<file path="src/rtl/sync_fifo_ctl.sv">
// sync_fifo_ctl: parametrised synchronous FIFO controller.
// Uses all DEPTH entries. Each pointer carries an extra wrap bit, so full and
// empty can always be told apart.
// Features:
//   - a registered occupancy count
//   - programmable almost-full and almost-empty flags
//   - one-cycle overflow and underflow pulses
//   - a write on a full FIFO is accepted when a read is accepted in the same cycle
//   - a selectable first-word-fall-through (FWFT) read path
//
// Request/accept semantics:
//   - w_en and r_en are requests, not handshakes, and there is no ready output.
//   - A read is accepted when the FIFO is not empty.
//   - A write is accepted when the FIFO is not full, or when a read is accepted
//     in the same cycle.
//   - Both decisions use the state before the clock edge.
//   - A rejected request changes no state. Its only effect is a one-cycle
//     overflow or underflow pulse, seen the cycle after the request.
//   - A read on an empty FIFO never bypasses a write made in the same cycle.
module sync_fifo_ctl #(
    parameter int DEPTH      = 8,
    parameter int DATA_WIDTH = 16,
    parameter int AF_THRESH  = 6,
    parameter int AE_THRESH  = 2,
    parameter bit FWFT       = 1'b0
) (
    input  logic                         clk,
    input  logic                         rst,
    input  logic                         w_en,
    input  logic                         r_en,
    input  logic [DATA_WIDTH-1:0]        in_data,
    output logic [DATA_WIDTH-1:0]        out_data,
    output logic                         full,
    output logic                         empty,
    output logic                         almost_full,
    output logic                         almost_empty,
    output logic [$clog2(DEPTH):0]       count,
    output logic                         overflow,
    output logic                         underflow
);

    // Address width and pointer width; the pointer MSB is the wrap bit.
    localparam int AW = $clog2(DEPTH);
    localparam int PW = AW + 1;

    localparam logic [PW-1:0] PTR_ONE   = PW'(1);
    localparam logic [PW-1:0] CNT_ZERO  = PW'(0);
    localparam logic [PW-1:0] CNT_FULL  = PW'(DEPTH);
    localparam logic [PW-1:0] CNT_AF    = PW'(AF_THRESH);
    localparam logic [PW-1:0] CNT_AE    = PW'(AE_THRESH);

    // Storage: never reset, so stale words survive a reset and are simply unreachable.
    logic [DATA_WIDTH-1:0] mem_q [DEPTH];

    // Pointers, occupancy and error pulses.
    logic [PW-1:0] w_ptr_q, w_ptr_d;
    logic [PW-1:0] r_ptr_q, r_ptr_d;
    logic [PW-1:0] count_q, count_d;
    logic          overflow_q, overflow_d;
    logic          underflow_q, underflow_d;

    // Accept decisions for this cycle.
    logic          rd_ok;
    logic          wr_ok;
    logic [AW-1:0] w_addr;
    logic [AW-1:0] r_addr;

    assign w_addr = w_ptr_q[AW-1:0];
    assign r_addr = r_ptr_q[AW-1:0];

    // Flags decode only the registered count, so they settle one cycle after the operation.
    assign full         = (count_q == CNT_FULL);
    assign empty        = (count_q == CNT_ZERO);
    assign almost_full  = (count_q >= CNT_AF);
    assign almost_empty = (count_q <= CNT_AE);
    assign count        = count_q;
    assign overflow     = overflow_q;
    assign underflow    = underflow_q;

    // Accept rules and next-state pointer, count and error values.
    always_comb begin
        rd_ok       = 1'b0;
        wr_ok       = 1'b0;
        w_ptr_d     = w_ptr_q;
        r_ptr_d     = r_ptr_q;
        count_d     = count_q;
        overflow_d  = 1'b0;
        underflow_d = 1'b0;

        rd_ok = r_en & ~empty;
        wr_ok = w_en & (~full | rd_ok);

        if (wr_ok) begin
            w_ptr_d = w_ptr_q + PTR_ONE;
        end
        if (rd_ok) begin
            r_ptr_d = r_ptr_q + PTR_ONE;
        end

        // The pointer difference modulo 2*DEPTH is exactly the occupancy.
        count_d = w_ptr_d - r_ptr_d;

        overflow_d  = w_en & ~wr_ok;
        underflow_d = r_en & ~rd_ok;
    end

    // Pointer, count and error-pulse registers; reset wins over any request.
    always_ff @(posedge clk) begin
        if (rst) begin
            w_ptr_q     <= '0;
            r_ptr_q     <= '0;
            count_q     <= '0;
            overflow_q  <= 1'b0;
            underflow_q <= 1'b0;
        end else begin
            w_ptr_q     <= w_ptr_d;
            r_ptr_q     <= r_ptr_d;
            count_q     <= count_d;
            overflow_q  <= overflow_d;
            underflow_q <= underflow_d;
        end
    end

    // Store accepted writes at the edge; a write coinciding with reset is dropped.
    always_ff @(posedge clk) begin
        if (wr_ok && !rst) begin
            mem_q[w_addr] <= in_data;
        end
    end

    generate
        if (FWFT) begin : g_fwft
            // The head word is shown directly. It is meaningless while empty.
            always_comb begin
                out_data = mem_q[r_addr];
            end
        end else begin : g_std
            logic [DATA_WIDTH-1:0] rdata_q;

            // Registered read: the word arrives one cycle after an accepted read, otherwise held.
            always_ff @(posedge clk) begin
                if (rst) begin
                    rdata_q <= '0;
                end else if (rd_ok) begin
                    rdata_q <= mem_q[r_addr];
                end
            end

            assign out_data = rdata_q;
        end
    endgenerate

endmodule

</file>
<file path="config.mk">
export PLATFORM = sky130hd
export DESIGN_NAME = sync_fifo_ctl
export DESIGN_NICKNAME = d
export VERILOG_FILES = /design/src/rtl/sync_fifo_ctl.sv
export SDC_FILE = /design/constraint.sdc
export NUM_CORES = 1
export LEC_CHECK = 0
export CORE_UTILIZATION = 50
export CTS_CLUSTER_DIAMETER = 30
export CTS_CLUSTER_SIZE = 12
export DETAILED_ROUTE_END_ITERATION = 16
export HOLD_SLACK_MARGIN = 0.1
export MAX_ROUTING_LAYER = met4
export PLACE_DENSITY_LB_ADDON = 0.1
export SYNTH_ARGS = -nofsm -noshare
export SYNTH_HDL_FRONTEND = slang
export SYNTH_SLANG_ARGS = --single-unit
</file>
<file path="constraint.sdc">
create_clock -name clk -period 8.1 [get_ports clk]
set_input_delay 1.62 -clock clk [delete_from_list [all_inputs] [get_ports clk]]
set_output_delay 1.62 -clock clk [all_outputs]
set_load 0.03 [all_outputs]
</file>
# Word level (Yosys, flattened, before mapping)
# Memory sizes are Yosys's and may differ from the RTL's. A register that Yosys moved wholly into a read port is not among the register bits.
# Index checks and enable logic that the tools add are counted.
# word_totals
ff_bits	14
mem_bits_rw	128
in_bits	20
output_inout_bits	26
word_cells	28
mem_count	1
# mem_list
name	words	word_bits	rd	rd_clocked_by_memory_dff	wr	line	text
mem_q	8	16	1	1	1	53	logic [DATA_WIDTH-1:0] mem_q [DEPTH];
# op_classes
n_addsub	3
order_cmp	2
eq_ne	1
n_mux	4
n_bitwise	9
reduce_logical	3
# ops
cell	n
adder 4 x 1 -> 4 bit, second input constant	2
two-way mux 4 bit	2
AND 1 bit	4
== test 4 bit, second input constant	1
greater-or-equal comparator 4 x 3 -> 1 bit, second input constant	1
less-or-equal comparator 4 x 2 -> 1 bit, second input constant	1
logical NOT 4 bit	1
NOT 1 bit	4
subtractor 4 bit	1
two-way mux 1 bit	2
logical AND 1 bit	1
logical NOT 1 bit	1
bitwise OR 1 bit	1

# Logic depth before layout (Yosys ltp)
# Gate-level depths: netlist (run 1).
# depth
ltp_word	8
mapped_depth	9
mapped_depth_nobuf	9

# Worst setup path after synthesis (run 1)
# Ideal clock, no wire load.
# synth_path
path_kind	input port to flip-flop
startpoint	input rst
endpoint	memory mem_q[6][0], enable pin
setup_ns	0.430
arrival_ns	3.479
t_required_ns	7.670
slack_ns	4.191
stages	2
n_path_buf	1
path_cell_list	clkbuf_1 -> nor4_1
# synth_between
elab_chain_len	4
# synth_lines
item	line	text
start, declared	28	input logic rst,
logical NOT 1 bit	126	if (wr_ok && !rst) begin
logical AND 1 bit	126	
two-way mux 1 bit	126	
two-way mux 1 bit (not written as such)	127	mem_q[w_addr] <= in_data;
end, declared	53	
# Every way passes these cells.

# Worst setup path after layout (run 1)
# layout_path
startpoint	input r_en
endpoint	register count_q[3], in the netlist count[3]
# layout_between
elab_chain_len	5
word_cells_on_any_way	6
# layout_lines
item	line	text
start, declared	30	input logic r_en,
AND 1 bit *	90	rd_ok = r_en & ~empty;
bitwise OR 1 bit	91	wr_ok = w_en & (~full | rd_ok);
AND 1 bit	91	
two-way mux 4 bit	93	if (wr_ok) begin
subtractor 4 bit *	101	count_d = w_ptr_d - r_ptr_d;
end signal, assigned	118	count_q <= count_d;
end, declared	58	logic [PW-1:0] count_q, count_d;
# Every way passes the cells marked *; elsewhere a longest branch is shown, timed or not.
# A chain may end at the register's enable or synchronous reset.

==> impl_metrics.env, run 1 <==
export IMPL_dr_pass1_iters=12
export IMPL_cts_setup_buffers=0
export IMPL_drv_slew=0
export IMPL_clk_latency_ns=0.42
export IMPL_die_y_um=112
export IMPL_route_met2_wl_mm=5.47
export IMPL_finalCriticalPeriod_ns=3.75
export IMPL_fp_row_count=39
export IMPL_top_layer="met4"
export IMPL_vias=2998
export IMPL_cts_buffers_inserted=17
export IMPL_fin_area_um2=7270
export IMPL_core_um2=11600
export IMPL_crit_path_end_kind="flop"
export IMPL_async_flop_share=0
export IMPL_overflow=0
export IMPL_violations="DRC"
export IMPL_worstPathRequired_ns=8.46
export IMPL_ys_ff_latch=158
export IMPL_finClkSkew_ns=0.00870
export IMPL_worst_pin_slew_ns=0.994
export IMPL_hold_class="flop to flop"
export IMPL_dp_cells=500
export IMPL_ir_drop_uv=186
export IMPL_antenna_found_initial=0
export IMPL_drt_wl_total_mm=11.1
export IMPL_ys_warn_count=0
export IMPL_clkSinkCount=158
export IMPL_drive_gt1_frac=0.213
export IMPL_fin_crit_sh=0.463
export IMPL_syn_cell_area_um2=6040
export IMPL_wire_per_inst_um=20.8
export IMPL_areaGrowthSynthToFinish_pct=20.5
export IMPL_gp_congestion=0.725
export IMPL_yosysMostFrequentCell="edfxtp_1"
export IMPL_post_route_drc_count=2
export IMPL_drt_iter0_drc=197
export IMPL_rsz0062_at_grt="no"
export IMPL_wl_met3_um=450
export IMPL_cap_violations=0
export IMPL_synth_edf_count=128
export IMPL_postSynthCellCount=317
export IMPL_h_tree_depth=4
export IMPL_max_freq_mhz=266
export IMPL_yosysSeqAreaShare=0.736
export IMPL_avgSynthCellArea_um2=19.0
export IMPL_power_mw=2.28
export IMPL_startpoint="r_en"
export IMPL_crit_end="count[3]"
export IMPL_status="finished, violations left"
export IMPL_cts_tree="done"
export IMPL_yosysTopAreaCell="edfxtp_1"
export IMPL_place_detailed_hpwl_mm=6.57
export IMPL_ff2ff_setup_slack_ns=5.57
export IMPL_clk_pin_slew_ns=0.06
export IMPL_arrival_ns=4.11
export IMPL_tns_ns=0
export IMPL_initial_core_util=0.520
export IMPL_r2r_end="count[3]"
export IMPL_reg2reg_from="count[3]"
export IMPL_detail_route_antenna_nets=0
export IMPL_fill_cells=838
export IMPL_gr_usage_all_layers=0.203
export IMPL_finalSetupViolCount=0
export IMPL_whs_ns=0.497
export IMPL_cts_resized=0
export IMPL_cp_max_fo=36
export IMPL_boundaryPins=46
export IMPL_syn_nets=343
export IMPL_num_antenna_cells=0
export IMPL_worstSetupStartpointType="primary input"
export IMPL_placed_area_um2=6720
export IMPL_grt_pass1_wl_mm=17.5
export IMPL_reg2reg_depth=8
export IMPL_die_area_um2=12500
export IMPL_synth_cell_types=34
export IMPL_synth_ff_type="edfxtp_1"
export IMPL_synth_area_leaders="edfxtp_1 (64%), mux4_2 (12%), dfxtp_1 (10%)"
export IMPL_clk_path_buf_depth=2
export IMPL_grt_max_degree=37
export IMPL_synth_top_cell_area_share=0.637
export IMPL_leakage_nw=2.35
export IMPL_synth_common_cells="edfxtp_1 (128), mux4_2 (32), dfxtp_1 (30)"
export IMPL_fp_dieW_um=112
export IMPL_root_buffer="clkbuf_16"
export IMPL_stdcell_count=532
export IMPL_crit_type="primary input to flop"
export IMPL_powerDensity_nw_per_um2=314
export IMPL_drt_met1_wl_mm=4.99
export IMPL_final_nets=402
export IMPL_grt_pass1_vias=3085
export IMPL_cts_hold_buf=0
export IMPL_relSlewSlack=0.337
export IMPL_hold_viol_final=0
export IMPL_vias_per_cell=5.64
export IMPL_port_buffer_count=45
## where the power goes
part / internal, mW / total (mW) / switching [mW]
clock network: 0.445 / 0.744 / 0.300
registers: 0.937 / 0.975 / 0.0378
logic: 0.262 / 0.561 / 0.299
## worst max-delay path, stage by stage
cell	delay (ns)
clkdlybuf4s50_1	0.61
o41a_1	0.19
buf_4	0.35
mux2i_1	0.39
ha_1	0.30
a21o_1	0.18
a21oi_1	0.15
xnor3_1	0.22
nor2_1	0.09
## cell type report
| class | instances | area (um^2) | share of cell area |
|---|---|---|---|
| Sequential cell | 158 | 4450 | 0.611 |
| Multi-Input combinational cell | 137 | 1530 | 0.211 |
| Timing Repair Buffer | 58 | 548 | 0.0753 |
| Clock buffer | 17 | 425 | 0.0585 |
| Tap cell | 143 | 179 | 0.0246 |
| Clock inverter | 15 | 129 | 0.0177 |
| Inverter | 4 | 15.0 | 0.00206 |
## per-stage QoR
step	util	worst slack [ns]
after global placement	0.579	3.97
after CTS	0.626	4.35
final	0.626	4.35
after global routing	0.626	4.20
after detailed placement	0.579	3.93
after floorplan	-	4.19
## cell families after synthesis
family	share of synthesized area
compound gates	0.0319
xor+xnor	0.0151
fa+ha+maj	0.0137
buf+inv	0.0149
flops	0.736
mux	0.148
simple gates	0.0404
## registers in the layout (all words and copies together), names as in the netlist
register,cells
underflow,1
overflow,1
r_ptr_q,4
w_ptr_q,4
count,4
out_data,16
mem_q,128
## per-layer routing
| metal | up-vias | GRT usage |
|---|---|---|
| met5 | - | - |
| met4 | 0 | 0.0820 |
| met3 | 16 | 0.0474 |
| met2 | 67 | 0.311 |
| met1 | 1533 | 0.263 |
| li1 | 1382 | - |
## worst min path at each step
stage                      startpoint     endpoint  slack, ns  cells after the start
final                     out_data[0]  out_data[0]       0.50                      2
after global routing      out_data[0]  out_data[0]       0.51                      2
after CTS                 out_data[0]  out_data[0]       0.50                      2
after detailed placement  out_data[0]  out_data[0]       0.49                      2
after global placement    out_data[0]  out_data[0]       0.49                      2
after floorplan            r_ptr_q[3]   r_ptr_q[3]       0.49                      2
## layout by cell type, fill, tap and decap left out, types with 2 or more instances in the layout
cell type	count
dfxtp_1	29
a21o_1	2
ha_1	5
nor2b_1	4
clkinv_2	7
clkinv_1	3
bufinv_16	2
edfxtp_1	128
clkbuf_16	17
mux2i_1	17
clkinvlp_4	3
inv_1	4
nand2_1	4
xor2_1	3
and4_1	2
xnor2_1	3
nor2_1	27
mux4_2	32
buf_4	13
clkdlybuf4s50_1	45
nor4_2	4
a211oi_1	17
(Power assumes the default switching activity.)
==> inputs of run 2 (changes only) <==
Clock period 8.1 ns to 3.6 ns, I/O delays scaled along.
==> run 2 against run 1 <==
  * The run still ends with DRC left
  * Via count up 0.77%
  * Register-to-register slack worse by 4.6 ns
  * Clock power up 130%
  * Combinational power up 120%
  * Utilization up 0.27 points
  * Largest cell class unchanged
  * Highest routed layer unchanged
==> impl_metrics.env, run 2 (synthesis results as in run 1) <==
export IMPL_status="finished, violations left"
export IMPL_violations="DRC"
export IMPL_place_detailed_hpwl_mm=6.29
export IMPL_fin_area_um2=7300
export IMPL_r2r_end="count[3]"
export IMPL_gr_usage_all_layers=0.202
export IMPL_grt_pass1_vias=3109
export IMPL_core_um2=11600
export IMPL_worstPathRequired_ns=2.88
export IMPL_vias_per_cell=5.66
export IMPL_placed_area_um2=6750
export IMPL_cts_tree="done"
export IMPL_cts_buffers_inserted=17
export IMPL_finalSetupViolCount=0
export IMPL_fin_crit_sh=0.785
export IMPL_initial_core_util=0.520
export IMPL_h_tree_depth=4
export IMPL_final_nets=404
export IMPL_cp_max_fo=6
export IMPL_ir_drop_uv=318
export IMPL_final_cell_mix="edfxtp_1 (128), clkdlybuf4s50_1 (45), mux4_2 (32), dfxtp_1 (29), nor2_1 (27)"
export IMPL_boundaryPins=46
export IMPL_powerDensity_nw_per_um2=706
export IMPL_drt_iter0_drc=177
export IMPL_cts_hold_buf=0
export IMPL_fp_row_count=39
export IMPL_stdcell_count=534
export IMPL_post_route_drc_count=3
export IMPL_root_buffer="clkbuf_16"
export IMPL_hold_viol_final=0
export IMPL_dp_cells=502
export IMPL_fp_dieW_um=112
export IMPL_ff2ff_setup_slack_ns=1.02
export IMPL_clk_pin_slew_ns=0.06
export IMPL_port_buffer_count=45
export IMPL_leakage_nw=2.35
export IMPL_min_path_cells=2
export IMPL_dr_pass1_iters=12
export IMPL_reg2reg_from="count[2]"
export IMPL_whs_ns=0.497
export IMPL_crit_type="flop to output port"
export IMPL_cap_violations=0
export IMPL_grt_pass1_wl_mm=17.5
export IMPL_top_register="mem_q"
export IMPL_crit_path_end_kind="output port"
export IMPL_min_to="out_data[0]"
export IMPL_detail_route_antenna_nets=0
export IMPL_overflow=0
export IMPL_worstSetupStartpointType="flop"
export IMPL_drive_gt1_frac=0.212
export IMPL_hp_start="out_data[0]"
export IMPL_hold_class="flop to flop"
export IMPL_grt_max_degree=26
export IMPL_die_area_um2=12500
export IMPL_rsz0062_at_grt="no"
export IMPL_antenna_found_initial=0
export IMPL_max_freq_mhz=354
export IMPL_areaGrowthSynthToFinish_pct=21.0
export IMPL_gp_congestion=0.726
export IMPL_fill_cells=825
export IMPL_drt_wl_total_mm=11.0
export IMPL_preCtsSetupSlack_ns=0.622
export IMPL_finalCriticalPeriod_ns=2.82
export IMPL_finClkSkew_ns=0.00517
export IMPL_cts_setup_buffers=0
export IMPL_power_mw=5.16
export IMPL_arrival_ns=2.10
export IMPL_cts_resized=0
export IMPL_die_y_um=112
export IMPL_worst_pin_slew_ns=0.946
export IMPL_clkSinkCount=158
export IMPL_clk_path_buf_depth=2
export IMPL_vias=3021
export IMPL_drv_slew=0
export IMPL_post_route_util=0.629
export IMPL_num_antenna_cells=0
export IMPL_clk_latency_ns=0.42
export IMPL_reg2reg_depth=8
export IMPL_tns_ns=0
export IMPL_largest_reg_flops=128
export IMPL_layout_commonest_cell="edfxtp_1"
export IMPL_fin_ws_ns=0.776
export IMPL_wire_per_inst_um=20.5
export IMPL_relSlewSlack=0.369
-- run 2: changes by cell type in the layout (fill, tap and decap cells not counted) --
cell	before	now
clkbuf_1	0	3
buf_4	13	14
clkinv_1	3	2
clkinv_2	7	3
clkinvlp_4	3	4
clkinv_4	0	1
buf_12	0	1
-- run 2: cell type report --
cell class / count / area, um^2 / area share
clock inverters: 12 / 121 / 0.0166
well taps: 143 / 179 / 0.0245
multi-input cells: 137 / 1530 / 0.210
repair buffers: 60 / 576 / 0.0788
flip-flops and latches: 158 / 4450 / 0.609
clock buffers: 20 / 437 / 0.0598
inverters: 4 / 15.0 / 0.00206
-- run 2: critical path: stages (launching register included) --
cell,delay [ns]
dfxtp_1,0.36
or4b_4,0.60
inv_1,0.07
clkdlybuf4s50_1,0.66
-- run 2: report_power, final --
part	internal (mW)	switching (mW)
Combinational	0.598	0.649
Clock	1.01	0.671
Sequential	2.11	0.121
Total	3.72	1.44
-- run 2: routing by layer --
layer,vias up,routed length [um],share of wire,track usage
li1,1388,-,-,-
met1,1546,4870,0.44,0.261
met2,70,5370,0.49,0.308
met3,17,518,0.047,0.0484
met4,0,221,0.020,0.0865
met5,-,0,0,-
-- run 2: worst max path at each step --
stage	startpoint	endpoint	slack, ns	cells after the start
4_1_cts	count[2]	full	0.76	3
2_1_floorplan	count[2]	mem_q[5][0]	0.55	3
3_5_place_dp	r_en	count[3]	0.62	8
6_report	count[2]	full	0.78	3
3_3_place_gp	r_en	count[3]	0.66	8
5_1_grt	count[2]	full	0.69	3
